[config.mk]
export PLATFORM = sky130hd
export DESIGN_NAME = ysyx_25020037_issue_sb_flat
export DESIGN_NICKNAME = d
export VERILOG_FILES = /design/src/rtl/ysyx_25020037_issue_sb_if.sv /design/src/rtl/ysyx_25020037_issue_sb.sv /design/src/flat_wrapper.sv
export SDC_FILE = /design/constraint.sdc
export NUM_CORES = 1
export LEC_CHECK = 0
export CAP_MARGIN = 25
export CORE_ASPECT_RATIO = 0.9
export CORE_UTILIZATION = 50
export DETAILED_ROUTE_END_ITERATION = 12
export PLACE_DENSITY = 0.86
export RECOVER_POWER = 100
export REMOVE_ABC_BUFFERS = 1
export SLEW_MARGIN = 30
export SYNTH_ARGS = -nofsm -noshare
export SYNTH_HDL_FRONTEND = slang
export SYNTH_SLANG_ARGS = --single-unit
[constraint.sdc]
create_clock -name clk -period 4.5 [get_ports clk]
set_input_delay 1.35 -clock clk [delete_from_list [all_inputs] [get_ports clk]]
set_output_delay 1.35 -clock clk [all_outputs]
set_load 0.005 [all_outputs]
[src/rtl/ysyx_25020037_issue_sb_if.sv]
// Decode/issue/writeback handshake bundle for the issue scoreboard.
// master = IDU/EXU/WBU side, slave = scoreboard.
interface ysyx_25020037_issue_sb_if;
    logic       dec_valid;
    logic       dec_ready;
    logic [3:0] dec_rs1;
    logic [3:0] dec_rs2;
    logic       dec_rs1_en;
    logic       dec_rs2_en;
    logic [3:0] dec_rd;
    logic       dec_rd_we;
    logic       dec_serial;
    logic       exu_ready;
    logic       flush;
    logic       issue_valid;
    logic       wb_valid;
    logic [3:0] wb_rd;
    logic       wb_rd_we;
    logic       wb_serial_done;

    modport master (
        output dec_valid, dec_rs1, dec_rs2,
        output dec_rs1_en, dec_rs2_en,
        output dec_rd, dec_rd_we, dec_serial,
        output exu_ready, flush,
        output wb_valid, wb_rd, wb_rd_we,
        output wb_serial_done,
        input  dec_ready, issue_valid
    );

    modport slave (
        input  dec_valid, dec_rs1, dec_rs2,
        input  dec_rs1_en, dec_rs2_en,
        input  dec_rd, dec_rd_we, dec_serial,
        input  exu_ready, flush,
        input  wb_valid, wb_rd, wb_rd_we,
        input  wb_serial_done,
        output dec_ready, issue_valid
    );
endinterface

[src/rtl/ysyx_25020037_issue_sb.sv]
// Issue scoreboard: RAW/WAW interlock and CSR/system serialization.
// Optional stall statistics counter: YSYX_25020037_SB_STAT_EN.
module ysyx_25020037_issue_sb #(
    parameter int NREG         = 16,
    parameter int MAX_INFLIGHT = 3,
    localparam int CW = $clog2(MAX_INFLIGHT + 1)
) (
    input  logic            clk,
    input  logic            rst,
    ysyx_25020037_issue_sb_if.slave sb,
    output logic [CW-1:0]   inflight_cnt,
    output logic [NREG-1:0] busy_mask,
    output logic [1:0]      sb_state,
    output logic            sb_err,
    output logic [31:0]     stall_cycles
);

    localparam logic [CW-1:0] MAXC = CW'(MAX_INFLIGHT);

    typedef enum logic [1:0] {
        IDLE   = 2'd0,
        DRAIN  = 2'd1,
        SERIAL = 2'd2
    } state_t;

    state_t        st, nxt;
    logic [CW-1:0] cnt [NREG];
    logic [CW-1:0] inflight;
    logic          err_q;

    logic hazard;
    logic grant;
    logic ready;
    logic fire;
    logic inc_en;
    logic wb_hit;
    logic wb_ok;
    logic wb_under;
    logic done_bad;

    always_comb begin
        hazard = 1'b0;
        if (sb.dec_rs1_en && sb.dec_rs1 != 4'd0
            && cnt[sb.dec_rs1] != '0)
            hazard = 1'b1;
        if (sb.dec_rs2_en && sb.dec_rs2 != 4'd0
            && cnt[sb.dec_rs2] != '0)
            hazard = 1'b1;
        if (sb.dec_rd_we && sb.dec_rd != 4'd0
            && (cnt[sb.dec_rd] == MAXC || inflight == MAXC))
            hazard = 1'b1;
    end

    // Grant first, then derive fire, then the transition that uses it.
    always_comb begin
        grant = 1'b1;
        nxt   = st;
        unique case (st)
            IDLE: begin
                if (sb.dec_valid && sb.dec_serial)
                    grant = (inflight == '0);
            end
            DRAIN:  grant = (inflight == '0);
            SERIAL: grant = 1'b0;
            default: grant = 1'b0;
        endcase

        ready = rst & sb.exu_ready & ~sb.flush
              & ~hazard & grant;
        fire  = sb.dec_valid & ready;

        unique case (st)
            IDLE: begin
                if (sb.dec_valid && sb.dec_serial) begin
                    if (fire)
                        nxt = SERIAL;
                    else if (!sb.flush)
                        nxt = DRAIN;
                end
            end
            DRAIN: begin
                if (sb.flush || !sb.dec_valid)
                    nxt = IDLE;
                else if (fire)
                    nxt = SERIAL;
            end
            SERIAL: begin
                if (sb.wb_serial_done)
                    nxt = IDLE;
            end
            default: nxt = IDLE;
        endcase
    end

    always_comb begin
        inc_en   = fire & sb.dec_rd_we & (sb.dec_rd != 4'd0);
        wb_hit   = sb.wb_valid & sb.wb_rd_we
                 & (sb.wb_rd != 4'd0);
        wb_ok    = wb_hit & (cnt[sb.wb_rd] != '0);
        wb_under = wb_hit & (cnt[sb.wb_rd] == '0);
        done_bad = sb.wb_serial_done & (st != SERIAL);
    end

    always_ff @(posedge clk or negedge rst) begin
        if (!rst) begin
            st <= IDLE;
        end else begin
            st <= nxt;
        end
    end

    // Same-reg issue and retire cancel out.
    always_ff @(posedge clk or negedge rst) begin
        if (!rst) begin
            for (int i = 0; i < NREG; i++)
                cnt[i] <= '0;
        end else begin
            for (int i = 0; i < NREG; i++) begin
                if (inc_en && sb.dec_rd == 4'(i)
                    && !(wb_ok && sb.wb_rd == 4'(i)))
                    cnt[i] <= cnt[i] + 1'b1;
                else if (wb_ok && sb.wb_rd == 4'(i)
                    && !(inc_en && sb.dec_rd == 4'(i)))
                    cnt[i] <= cnt[i] - 1'b1;
            end
        end
    end

    always_ff @(posedge clk or negedge rst) begin
        if (!rst) begin
            inflight <= '0;
            err_q    <= 1'b0;
        end else begin
            if (inc_en && !wb_ok)
                inflight <= inflight + 1'b1;
            else if (wb_ok && !inc_en)
                inflight <= inflight - 1'b1;
            if (wb_under || done_bad)
                err_q <= 1'b1;
        end
    end

    always_comb begin
        busy_mask = '0;
        for (int i = 0; i < NREG; i++)
            busy_mask[i] = (cnt[i] != '0);
    end

    assign sb.dec_ready   = ready;
    assign sb.issue_valid = fire;
    assign inflight_cnt   = inflight;
    assign sb_state       = st;
    assign sb_err         = err_q;

`ifdef YSYX_25020037_SB_STAT_EN
    logic        stall;
    logic [31:0] stall_q;

    assign stall = sb.dec_valid & ~ready & ~sb.flush;

    always_ff @(posedge clk or negedge rst) begin
        if (!rst)
            stall_q <= '0;
        else if (stall && stall_q != 32'hFFFF_FFFF)
            stall_q <= stall_q + 32'd1;
    end

    assign stall_cycles = stall_q;
`else
    assign stall_cycles = '0;
`endif

endmodule

[src/flat_wrapper.sv]
// flat-port wrapper written by rule: the top's interface ports become plain ports
module ysyx_25020037_issue_sb_flat 
#(
    parameter int NREG         = 16,
    parameter int MAX_INFLIGHT = 3,
    localparam int CW = $clog2(MAX_INFLIGHT + 1)
)
  (clk, rst, inflight_cnt, busy_mask, sb_state, sb_err, stall_cycles, sb_dec_valid, sb_dec_rs1, sb_dec_rs2, sb_dec_rs1_en, sb_dec_rs2_en, sb_dec_rd, sb_dec_rd_we, sb_dec_serial, sb_exu_ready, sb_flush, sb_wb_valid, sb_wb_rd, sb_wb_rd_we, sb_wb_serial_done, sb_dec_ready, sb_issue_valid);
  ysyx_25020037_issue_sb_if sb_i ();
  input  logic clk;
  input  logic rst;
  output logic [CW-1:0] inflight_cnt;
  output logic [NREG-1:0] busy_mask;
  output logic [1:0] sb_state;
  output logic sb_err;
  output logic [31:0] stall_cycles;
  input wire logic [$bits(sb_i.dec_valid)-1:0] sb_dec_valid;
  input wire logic [$bits(sb_i.dec_rs1)-1:0] sb_dec_rs1;
  input wire logic [$bits(sb_i.dec_rs2)-1:0] sb_dec_rs2;
  input wire logic [$bits(sb_i.dec_rs1_en)-1:0] sb_dec_rs1_en;
  input wire logic [$bits(sb_i.dec_rs2_en)-1:0] sb_dec_rs2_en;
  input wire logic [$bits(sb_i.dec_rd)-1:0] sb_dec_rd;
  input wire logic [$bits(sb_i.dec_rd_we)-1:0] sb_dec_rd_we;
  input wire logic [$bits(sb_i.dec_serial)-1:0] sb_dec_serial;
  input wire logic [$bits(sb_i.exu_ready)-1:0] sb_exu_ready;
  input wire logic [$bits(sb_i.flush)-1:0] sb_flush;
  input wire logic [$bits(sb_i.wb_valid)-1:0] sb_wb_valid;
  input wire logic [$bits(sb_i.wb_rd)-1:0] sb_wb_rd;
  input wire logic [$bits(sb_i.wb_rd_we)-1:0] sb_wb_rd_we;
  input wire logic [$bits(sb_i.wb_serial_done)-1:0] sb_wb_serial_done;
  output wire logic [$bits(sb_i.dec_ready)-1:0] sb_dec_ready;
  output wire logic [$bits(sb_i.issue_valid)-1:0] sb_issue_valid;
  assign sb_i.dec_valid = sb_dec_valid;
  assign sb_i.dec_rs1 = sb_dec_rs1;
  assign sb_i.dec_rs2 = sb_dec_rs2;
  assign sb_i.dec_rs1_en = sb_dec_rs1_en;
  assign sb_i.dec_rs2_en = sb_dec_rs2_en;
  assign sb_i.dec_rd = sb_dec_rd;
  assign sb_i.dec_rd_we = sb_dec_rd_we;
  assign sb_i.dec_serial = sb_dec_serial;
  assign sb_i.exu_ready = sb_exu_ready;
  assign sb_i.flush = sb_flush;
  assign sb_i.wb_valid = sb_wb_valid;
  assign sb_i.wb_rd = sb_wb_rd;
  assign sb_i.wb_rd_we = sb_wb_rd_we;
  assign sb_i.wb_serial_done = sb_wb_serial_done;
  assign sb_dec_ready = sb_i.dec_ready;
  assign sb_issue_valid = sb_i.issue_valid;
  ysyx_25020037_issue_sb #(.NREG(NREG), .MAX_INFLIGHT(MAX_INFLIGHT)) u_core (.clk(clk), .rst(rst), .sb(sb_i), .inflight_cnt(inflight_cnt), .busy_mask(busy_mask), .sb_state(sb_state), .sb_err(sb_err), .stall_cycles(stall_cycles));
endmodule
## Word-level counts from Yosys, hierarchy flattened

Index checks and enable logic that the tools add are counted.

- RAM bits: 0
- Memories: 0
- ROM bits: 0
- Output and inout bits: 55
- Input port bits: 28
- Latch bits: 0
- Bits in registers: 37
- Word-level logic and storage cells: 329

- $add $sub $neg: 34
- Mux-type cells: 58
- Equality and inequality tests: 39
- $mul: 0
- Shift-type cells: 0
- Order comparisons: 4
- Reduce and logical (&&, ||, !) cells: 157
- Bitwise gates (word level): 18
- Divide/modulo/power cells: 0

Operators with widths:

| kind | number |
|---|---|
| $mux W2 | 48 |
| $logic_and A1 B1 Y1 | 73 |
| $reduce_bool A2 Y1 | 36 |
| $eq A4 B4 Y1 const B | 16 |
| $logic_not A1 Y1 | 35 |
| $add A2 B1 Y2 const B | 17 |
| $sub A2 B1 Y2 const B | 17 |
| $bmux W2 S4 | 4 |
| $eq A4 B3 Y1 const B | 8 |
| $ge A5 B5 Y1 const B | 4 |
| $not A4 Y5 | 4 |
| $eq A4 B2 Y1 const B | 4 |
| $reduce_bool A4 Y1 | 4 |
| $and A1 B1 Y1 | 12 |
| $eq A4 B1 Y1 const B | 2 |
| $logic_not A4 Y1 | 2 |
| $eq A2 B2 Y1 const B | 3 |
| $logic_not A2 Y1 | 3 |
| $pmux W2 S3 | 1 |
| $mux W1 | 4 |
| $ne A2 B2 Y1 const B | 2 |
| $reduce_and A4 Y1 | 1 |
| $logic_or A1 B1 Y1 | 3 |
| $ne A3 B1 Y1 const B | 1 |
| other kinds (5) | 6 |

## Logic depth before layout (Yosys ltp)

Gate-level depths: netlist of the first run.

- Depth in word-level cells: 20
- Depth in mapped cells: 15
- Mapped depth without buffers: 12

## Least setup slack after synthesis of the first run

No wires, ideal clock.

- Kind: input-to-output
- From: in sb_dec_rd[1]
- To: out sb_issue_valid
- Data required time: 3150 ps
- Stages: 6
- Arrival: 2711 ps
- Setup slack: 439 ps
- Path buffers: 1
- Cell sequence: clkbuf_8 -> o41ai_1 -> o21ai_0 -> a22oi_1 -> nand4_2 -> nor4_4

- Word-level cells in the longest chain between the ends: 12
- Elaborated cells on any way between the ends: 14
- Those cells by class: eq/ne (1); mux (4); bitwise (5); reduce/logical (4)

Ends and longest elaborated chain:

| element | line | source |
|---|---|---|
| start: declaration | flat_wrapper.sv:22 | `input wire logic [$bits(sb_i.dec_rd)-1:0] sb_dec_rd;` |
| $not A4 Y5 (implied by the code) | ysyx_25020037_issue_sb.sv:50 | `&& (cnt[sb.dec_rd] == MAXC \|\| inflight == MAXC))` |
| $bmux W2 S4 | ysyx_25020037_issue_sb.sv:50 |  |
| $mux W2 (implied by the code) (2 in a row) | ysyx_25020037_issue_sb.sv:50 |  |
| $eq A2 B2 Y1 | ysyx_25020037_issue_sb.sv:50 |  |
| $logic_or A1 B1 Y1 | ysyx_25020037_issue_sb.sv:50 |  |
| $logic_and A1 B1 Y1 (*) | ysyx_25020037_issue_sb.sv:50 |  |
| $mux W1 (*) | ysyx_25020037_issue_sb.sv:49 | `if (sb.dec_rd_we && sb.dec_rd != 4'd0` |
| $not A1 Y1 (*) | ysyx_25020037_issue_sb.sv:69 | `& ~hazard & grant;` |
| $and A1 B1 Y1 (*) (2 in a row) | ysyx_25020037_issue_sb.sv:69 |  |
| $and A1 B1 Y1 (*) | ysyx_25020037_issue_sb.sv:70 | `fire = sb.dec_valid & ready;` |
| end: declaration | flat_wrapper.sv:32 | `output wire logic [$bits(sb_i.issue_valid)-1:0] sb_issue_valid;` |

Every way passes the cells marked *; elsewhere a longest branch is shown, timed or not. The select of a mux whose other input is x is not followed.

## Worst setup path after layout of the first run

- From: in sb_dec_rd_we
- To: out sb_dec_ready

- Word-level cells in the longest chain between the ends: 6

Ends and longest elaborated chain:

| element | line | source |
|---|---|---|
| start: declaration | flat_wrapper.sv:23 | `input wire logic [$bits(sb_i.dec_rd_we)-1:0] sb_dec_rd_we;` |
| $logic_and A1 B1 Y1 | ysyx_25020037_issue_sb.sv:49 |  |
| $logic_and A1 B1 Y1 | ysyx_25020037_issue_sb.sv:50 |  |
| $mux W1 | ysyx_25020037_issue_sb.sv:49 |  |
| $not A1 Y1 | ysyx_25020037_issue_sb.sv:69 |  |
| $and A1 B1 Y1 (2 in a row) | ysyx_25020037_issue_sb.sv:69 |  |
| end: declaration | flat_wrapper.sv:31 | `output wire logic [$bits(sb_i.dec_ready)-1:0] sb_dec_ready;` |

Every way passes these cells.

==> run metrics, run 1 <==
library cells used by synthesis=56; Hold WS=between 400 and 500 ps; main combinational cell family by area after synthesis=simple AND/OR/NAND/NOR gates; DRT iter0 DRCs=roughly 300; family with the most delay on the worst path=buffers and inverters; worst vdd rail ir drop=around 320 uV; clk sinks=37; fmax=between 200 and 250 MHz; CP Launch Type=input port; CP max FO=3; Slew @ Worst Pin=~2000 ps; CTS tree=yes; Post-synth EDFFs=0; Synth warnings=0; vias=2855; CTS root buffer=clkbuf_8; largest net degree at the start of global routing=38; pwr/cell area=410.1 mW/mm^2; FF/Latch Area=925.9 um^2; initial antenna violation count=0; skew final=11.76 ps; Cell Chain, Critical Path=clkdlybuf4s50_1, o41ai_4, buf_4, buf_4, a311oi_2, nand3_2, o41ai_4, nor3_4, buf_2; Max Cap Viol=1; layout cell share with drive strength beyond 1=approximately 22%; I/O Pins=83; CP Class=in2out; top cell type's share of synthesized area=roughly 28%; vias in the first global route=~2600; # H-tree levels=2; leakage power=1.964 nW; first-pass GRT wire length=13680 um; Final Net Count=around 470; Port Buffer Count=50; CTS Buf Count=5; drt drc=0; Final Hold Fails=0; relative slew slack=-32.99%; Synth Area in Adders=6.486%; post-route ant nets=0; Final HPWL DP=6659 um; P&R area growth vs syn=23.58%; crit path max-delay cell type=clkdlybuf4s50_1; final RePlAce weighted congestion=roughly 1.0; die area=between 0.006 and 0.007 mm^2; top cells by area, synth=dfrtp_1 28%, xor2_1 8.5%, buf_4 7.6%; compound-gate portion of the synthesized area=8.852%; Rows=27; hold crit path type=reg2reg; core area=around 0.0062 mm^2; worst path arrival time=roughly 3100 ps; WL final=between 8000 and 9000 um; synthesized area=0.003279 mm^2; status=finished, violations left; CP peak stage delay=between 500 and 600 ps; Initial Utilization=between 50% and 60%; Routed wire per std cell=~17 um; Clock Latency Late Sink=approximately 290 ps; failing checks=capacitance limit, slew limit; die width=87.37 um; CP required=roughly 3200 ps; most area-hungry cell type in the Yosys netlist=dfrtp_1; multiplexer share of the synthesized area=9.348%; fraction of registers with async set/reset=100.0%; fin util=between 60% and 70%; clk slew on worst S/H paths=around 70 ps; cells after synthesis=roughly 350; sequential-to-total area share from yosys stat=~28%; Setup Viol. Count Final=0; synthesized area per cell=about 9.5 um^2; Filler Cells Inserted=just over 500; Period minus WS final=between 4000 and 5000 ps; Pins Over Slew Limit=38; ant diodes=0; multi-input gate area in the final layout=about 0.0021 mm^2; CTS max path bufs=2; simple-gate share of the synthesized area=just over 20%; TritonRoute pass-1 iters=5; fin crit share=99.36%; worst path bufs/invs=4; crit path capture type=output pin; drt via density=roughly 5.6; Main synth FF type=dfrtp_1; GRT Total Usage=25.98%; overflow left after global routing=0; post-synthesis xor/xnor area fraction=about an eighth; Die Y=78.83 um; Synth Register Bits=37
metrics by stage:
stage	setup WS [ps]	TNS (ps)	power [mW]	cell area, um^2	cells
floorplan	582.5	0	1.003	3019	326
global placement	-655.6	-2359	1.407	3856	494
detailed placement	-720.0	-2932	1.429	3856	494
CTS	0.9852	0	1.673	3999	506
global route	-65.56	-122.4	1.757	4053	509
finish	28.88	0	1.662	4053	509
sequential cells by signal, indices dropped and copies added, names as in the netlist:
name and cells:
u_core.sb_err 1, u_core.cnt 32, u_core.inflight_cnt 2, u_core.sb_state 2
synthesized netlist by cell type (2+ instances only):
cell type   n
a211oi_1    8
a21oi_1     9
a311oi_1    4
a31oi_1     2
buf_4      33
buf_6       3
clkbuf_1    9
clkbuf_8    2
dfrtp_1    37
ha_1       17
inv_1      21
mux2_2      3
mux2i_1     4
mux4_1      2
mux4_2      8
nand2_1    15
nand3_1    12
nand4_1     3
nor2_1     29
nor2b_1     5
nor3_1     12
nor3_2      8
nor4_1      4
nor4_2      3
o21ai_0     8
or2_2       5
or2b_1      4
xnor2_1    16
xor2_1     32
cell type report:
| type | instances | area share (%) |
|---|---|---|
| Clock inverter | 3 | 0.4322 |
| Inverter | 22 | 2.038 |
| Sequential cell | 37 | 22.85 |
| Clock buffer | 5 | 1.698 |
| Tap cell | 87 | 2.686 |
| Timing Repair Buffer | 88 | 18.83 |
| Multi-Input combinational cell | 267 | 51.47 |
worst register-to-register path, delay by kind of cell, from the launching register on:
kind                     cells  cell delay, ps
AND/OR/NAND/NOR              6            1330
buffers and inverters        3             600
multiplexers                 1             500
flip-flops                   1             440
adder cells (fa/ha/maj)      1             320
AO/OA/AOI/OAI                1             160
XOR/XNOR                     1             160
cells by family (layout without fill, tap and decap cells):
family | Yosys count | count (layout)
flip-flops | 37 | 37
AO/OA/AOI/OAI | 41 | 41
buffers and inverters | 72 | 118
AND/OR/NAND/NOR | 112 | 112
multiplexers | 17 | 17
XOR/XNOR | 48 | 48
adder cells (fa/ha/maj) | 17 | 17
other | 1 | 32
repair_timing:
item | CTS | global route
pin swaps | 5 | 6
setup buffers | 3 | 3
hold buffers | 0 | 0
gates cloned | 1 | 0
setup endpoints to repair | 2 | 2
resized for setup | 22 | 22
layout by cell type (no fill, tap or decap), types with 4 or more instances in the layout:
cell and instances:
clkdlybuf4s50_1 18, ha_1 17, nor3_2 8, or2_2 5, nor3_1 11, mux2i_1 4, conb_1 32, dlygate4sd3_1 21
nor2_1 29, nor4_2 4, or2b_1 4, clkbuf_2 4, nand2_1 15, clkbuf_8 5, buf_4 30, mux4_2 9
xor2_1 32, a211oi_1 7, clkbuf_1 5, nand3_1 11, nor2b_1 5, o21ai_0 7, inv_1 20, a21oi_1 9
xnor2_1 16, dfrtp_1 37
worst paths after layout:
kind                            depth (start not counted)  slack [ps]                       start                         end
worst max-delay path                                    9          30                sb_dec_rd_we                sb_dec_ready
worst min-delay path                                    0         440  u_core.cnt[30]$_DFFE_PN0P_  u_core.cnt[30]$_DFFE_PN0P_
worst max register to register                         13         910  u_core.cnt[22]$_DFFE_PN0P_   u_core.cnt[7]$_DFFE_PN0P_
worst min register to register                          0         440  u_core.cnt[30]$_DFFE_PN0P_  u_core.cnt[30]$_DFFE_PN0P_
max in group asynchronous                               2        1570                         rst   u_core.cnt[3]$_DFFE_PN0P_
min in group asynchronous                               2        1790                         rst  u_core.cnt[21]$_DFFE_PN0P_
report_power, final:
part,internal [mW],leakage (nW),switching (mW),total (mW)
clock,0.107,0.0439,0.126,0.233
sequential,0.446,0.482,0.196,0.642
combinational,0.423,1.44,0.364,0.787
total,0.976,1.96,0.686,1.66
layer usage:
metal  track usage, %  routed length, um  vias to the layer above
met4            5.410                261                        0
li1                 -                  -                     1287
met2            39.61               4025                      173
met5                0                  0                        -
met3            3.846                796                       34
met1            39.04               3691                     1361
No activity file was read; power rests on OpenSTA's default activity.
==> run 2: changes to the inputs <==
Settings changed: ABC_AREA from default to 1.
==> run 2 against run 1 <==
The run still ends with capacitance limit, slew limit left. First-iteration DRC count fell by 16%. Synthesized area down 1.4%. Sequential power decreased by 11%. Maximum frequency up 5.2%. Total power decreased by 6.7%. Critical path depth is 1 higher. Global-route usage increased by 0.89 points. Cell count rose by 26%. Synthesized cell count rose by 40%. Clock power hardly changed. Largest cell class unchanged. Die area fell by 1.4%.
==> run metrics, run 2 <==
cells after synthesis=around 480; fin crit share=94.44%; sequential-to-total area share from yosys stat=28.65%; Port Buffer Count=50; die area=slightly below 0.007 mm^2; Synth Register Bits=37; Post-synth top cells=153 x nand2_1, 66 x inv_1, 42 x nor2_1; synthesized area per cell=~6.7 um^2; die width=86.75 um; Sequential Power Share=around 37%; initial antenna violation count=0; DRT iter0 DRCs=around 260; CTS Buf Count=5; unrepaired setup endpoints after global routing=no; Comb power frac=48.2%; Most flops, register=u_core.cnt; GRT Total Usage=a little over a quarter; Synth warnings=0; relative slew slack=-31.80%; core area=0.006182 mm^2; most numerous cell in the Yosys netlist=nand2_1; CP Class=in2out; Final Net Count=about 600; Clock Latency Late Sink=about 300 ps; fmax=around 240 MHz; # H-tree levels=2; max FFs per register=32; Main synth FF type=dfrtp_1; failing checks=capacitance limit, slew limit; WL final=approximately 9000 um; Die Y=about 78 um; hold crit path type=reg2reg; synthesized area=between 0.003 and 0.004 mm^2; Max Cap Viol=1; most common library cell in the layout ignoring fill and taps=nand2_1; CP max FO=7; clk sinks=37; Final Hold Fails=0; library cells used by synthesis=29; top cell type's share of synthesized area=between 20 and 30%; worst vdd rail ir drop=approximately 270 uV; CP Launch Type=input port; largest net degree at the start of global routing=38; most frequent cells in the layout=153 x nand2_1, 62 x inv_1, 39 x nor2_1; CTS tree=yes; fin area=~0.0039 mm^2; final RePlAce weighted congestion=a little over 0.9; CTS root buffer=clkbuf_8; Setup Viol. Count Final=0; most area-hungry cell type in the Yosys netlist=dfrtp_1; switching fraction of total power=between 40% and 50%; drt via density=5.100; Post-synth EDFFs=0; Setup TNS=0 ps; top cells by area, synth=dfrtp_1 29%, nand2_1 18%, buf_4 7.7%; Slew @ Worst Pin=around 2000 ps; CTS max path bufs=2; crit path capture type=output pin; pwr/cell area=395.8 mW/mm^2; worst path arrival time=about 2900 ps; layout cell share with drive strength beyond 1=approximately 7.6%; P_sw=between 0.6 and 0.7 mW; Rows=27; fraction of registers with async set/reset=100.0%; I/O Pins=83; P&R area growth vs syn=21.22%; Overall Power=around 1.6 mW; status=finished, violations left; overflow left after global routing=0; DP Area=between 0.003 and 0.004 mm^2; first-pass GRT wire length=between 10000 and 15000 um; Clock power frac=about 15%; Pins Over Slew Limit=38; drt drc=0; Initial Utilization=between 50% and 60%; CTS Hold Bufs=0; TritonRoute pass-1 iters=5; Internal Power=between 0.8 and 0.9 mW; Period minus WS final=about 4200 ps; ant diodes=0; Hold WS=424.0 ps; Routed wire per std cell=roughly 14 um; CP required=roughly 3200 ps; post-route ant nets=0; leakage power=roughly 2.1 nW; vias=3269; skew final=7.107 ps; clk slew on worst S/H paths=~80 ps; Final HPWL DP=~7000 um; vias in the first global route=around 3000
run 2: changes by cell type after synthesis, sizes merged, moves of 18 or more:
cell | before | now
inv | 21 | 68
nand2 | 15 | 154
nor3 | 21 | 0
xor2 | 32 | 7
o21ai | 8 | 26
a21oi | 9 | 27
run 2: power groups by stage:
stage	Combinational (mW)	Clock [mW]	Sequential (mW)
global route	0.822	0.247	0.586
finish	0.747	0.232	0.571
global placement	0.743	0	0.569
CTS	0.774	0.233	0.569
detailed placement	0.765	0	0.572
floorplan	0.428	0	0.540
run 2: metrics by stage:
| stage | cells | util, % | worst slack (ps) |
|---|---|---|---|
| finish | 641 | 63.37 | 250.1 |
| global route | 641 | 63.37 | 125.2 |
| CTS | 641 | 63.45 | 13.94 |
| detailed placement | 632 | 61.69 | -383.8 |
| global placement | 632 | 61.69 | -313.5 |
| floorplan | 476 | - | 925.2 |
run 2: final timing paths:
kind                                            start                         end  slack (ps)  cells after the start
setup / recovery                        sb_dec_rs1[2]                sb_dec_ready         250                     10
hold / removal             u_core.cnt[31]$_DFFE_PN0P_  u_core.cnt[31]$_DFFE_PN0P_         420                      0
setup reg to reg           u_core.cnt[26]$_DFFE_PN0P_  u_core.cnt[21]$_DFFE_PN0P_        1600                     18
hold reg to reg            u_core.cnt[31]$_DFFE_PN0P_  u_core.cnt[31]$_DFFE_PN0P_         420                      0
max in group asynchronous                         rst  u_core.cnt[30]$_DFFE_PN0P_        1540                      2
min in group asynchronous                         rst   u_core.cnt[4]$_DFFE_PN0P_        1810                      2
run 2: final cells by class:
cell class | instances | area [um^2]
Clock buffer | 6 | 72.57
Inverter | 68 | 257.7
Tap cell | 87 | 108.9
Fill cell | 562 | 2265
Sequential cell | 37 | 925.9
Timing Repair Buffer | 70 | 646.9
Multi-Input combinational cell | 371 | 1896
Clock inverter | 2 | 10.01
run 2: worst max-delay path, stage by stage:
cell and delay (ps):
clkdlybuf4s50_1 480, inv_1 110, o21ai_0 210, nand3_1 100, nand2_1 60, nand2_1 60, nand3_2 80, nand2_1 70
nor2_1 120, dlygate4sd2_1 260
run 2: routing by layer:
metal / wire length [um] / GRT usage (%) / vias to the layer above
met5: 0 / 0 / -
met4: 183 / 8.833 / 0
met3: 681 / 5.258 / 26
met2: 4050 / 42.46 / 154
met1: 3837 / 36.74 / 1494
li1: - / - / 1595
run 2: repair_timing:
| action | CTS | global route |
|---|---|---|
| endpoints found under the setup margin | 2 | 1 |
| setup buffers | 1 | 0 |
| cloned | 0 | 0 |
| pin swaps | 1 | 0 |
| resized for setup | 19 | 12 |
run 2: logic make-up after synthesis:
group	after synthesis	share of synthesized area [%]
DFF	37	28.65
buffers and inverters	107	16.61
AOI/OAI and AO/OA	66	11.15
and+or+nand+nor	224	28.22
xor gates and xnor gates	32	8.672
other	1	0.1160
adders and majority gates	17	6.581
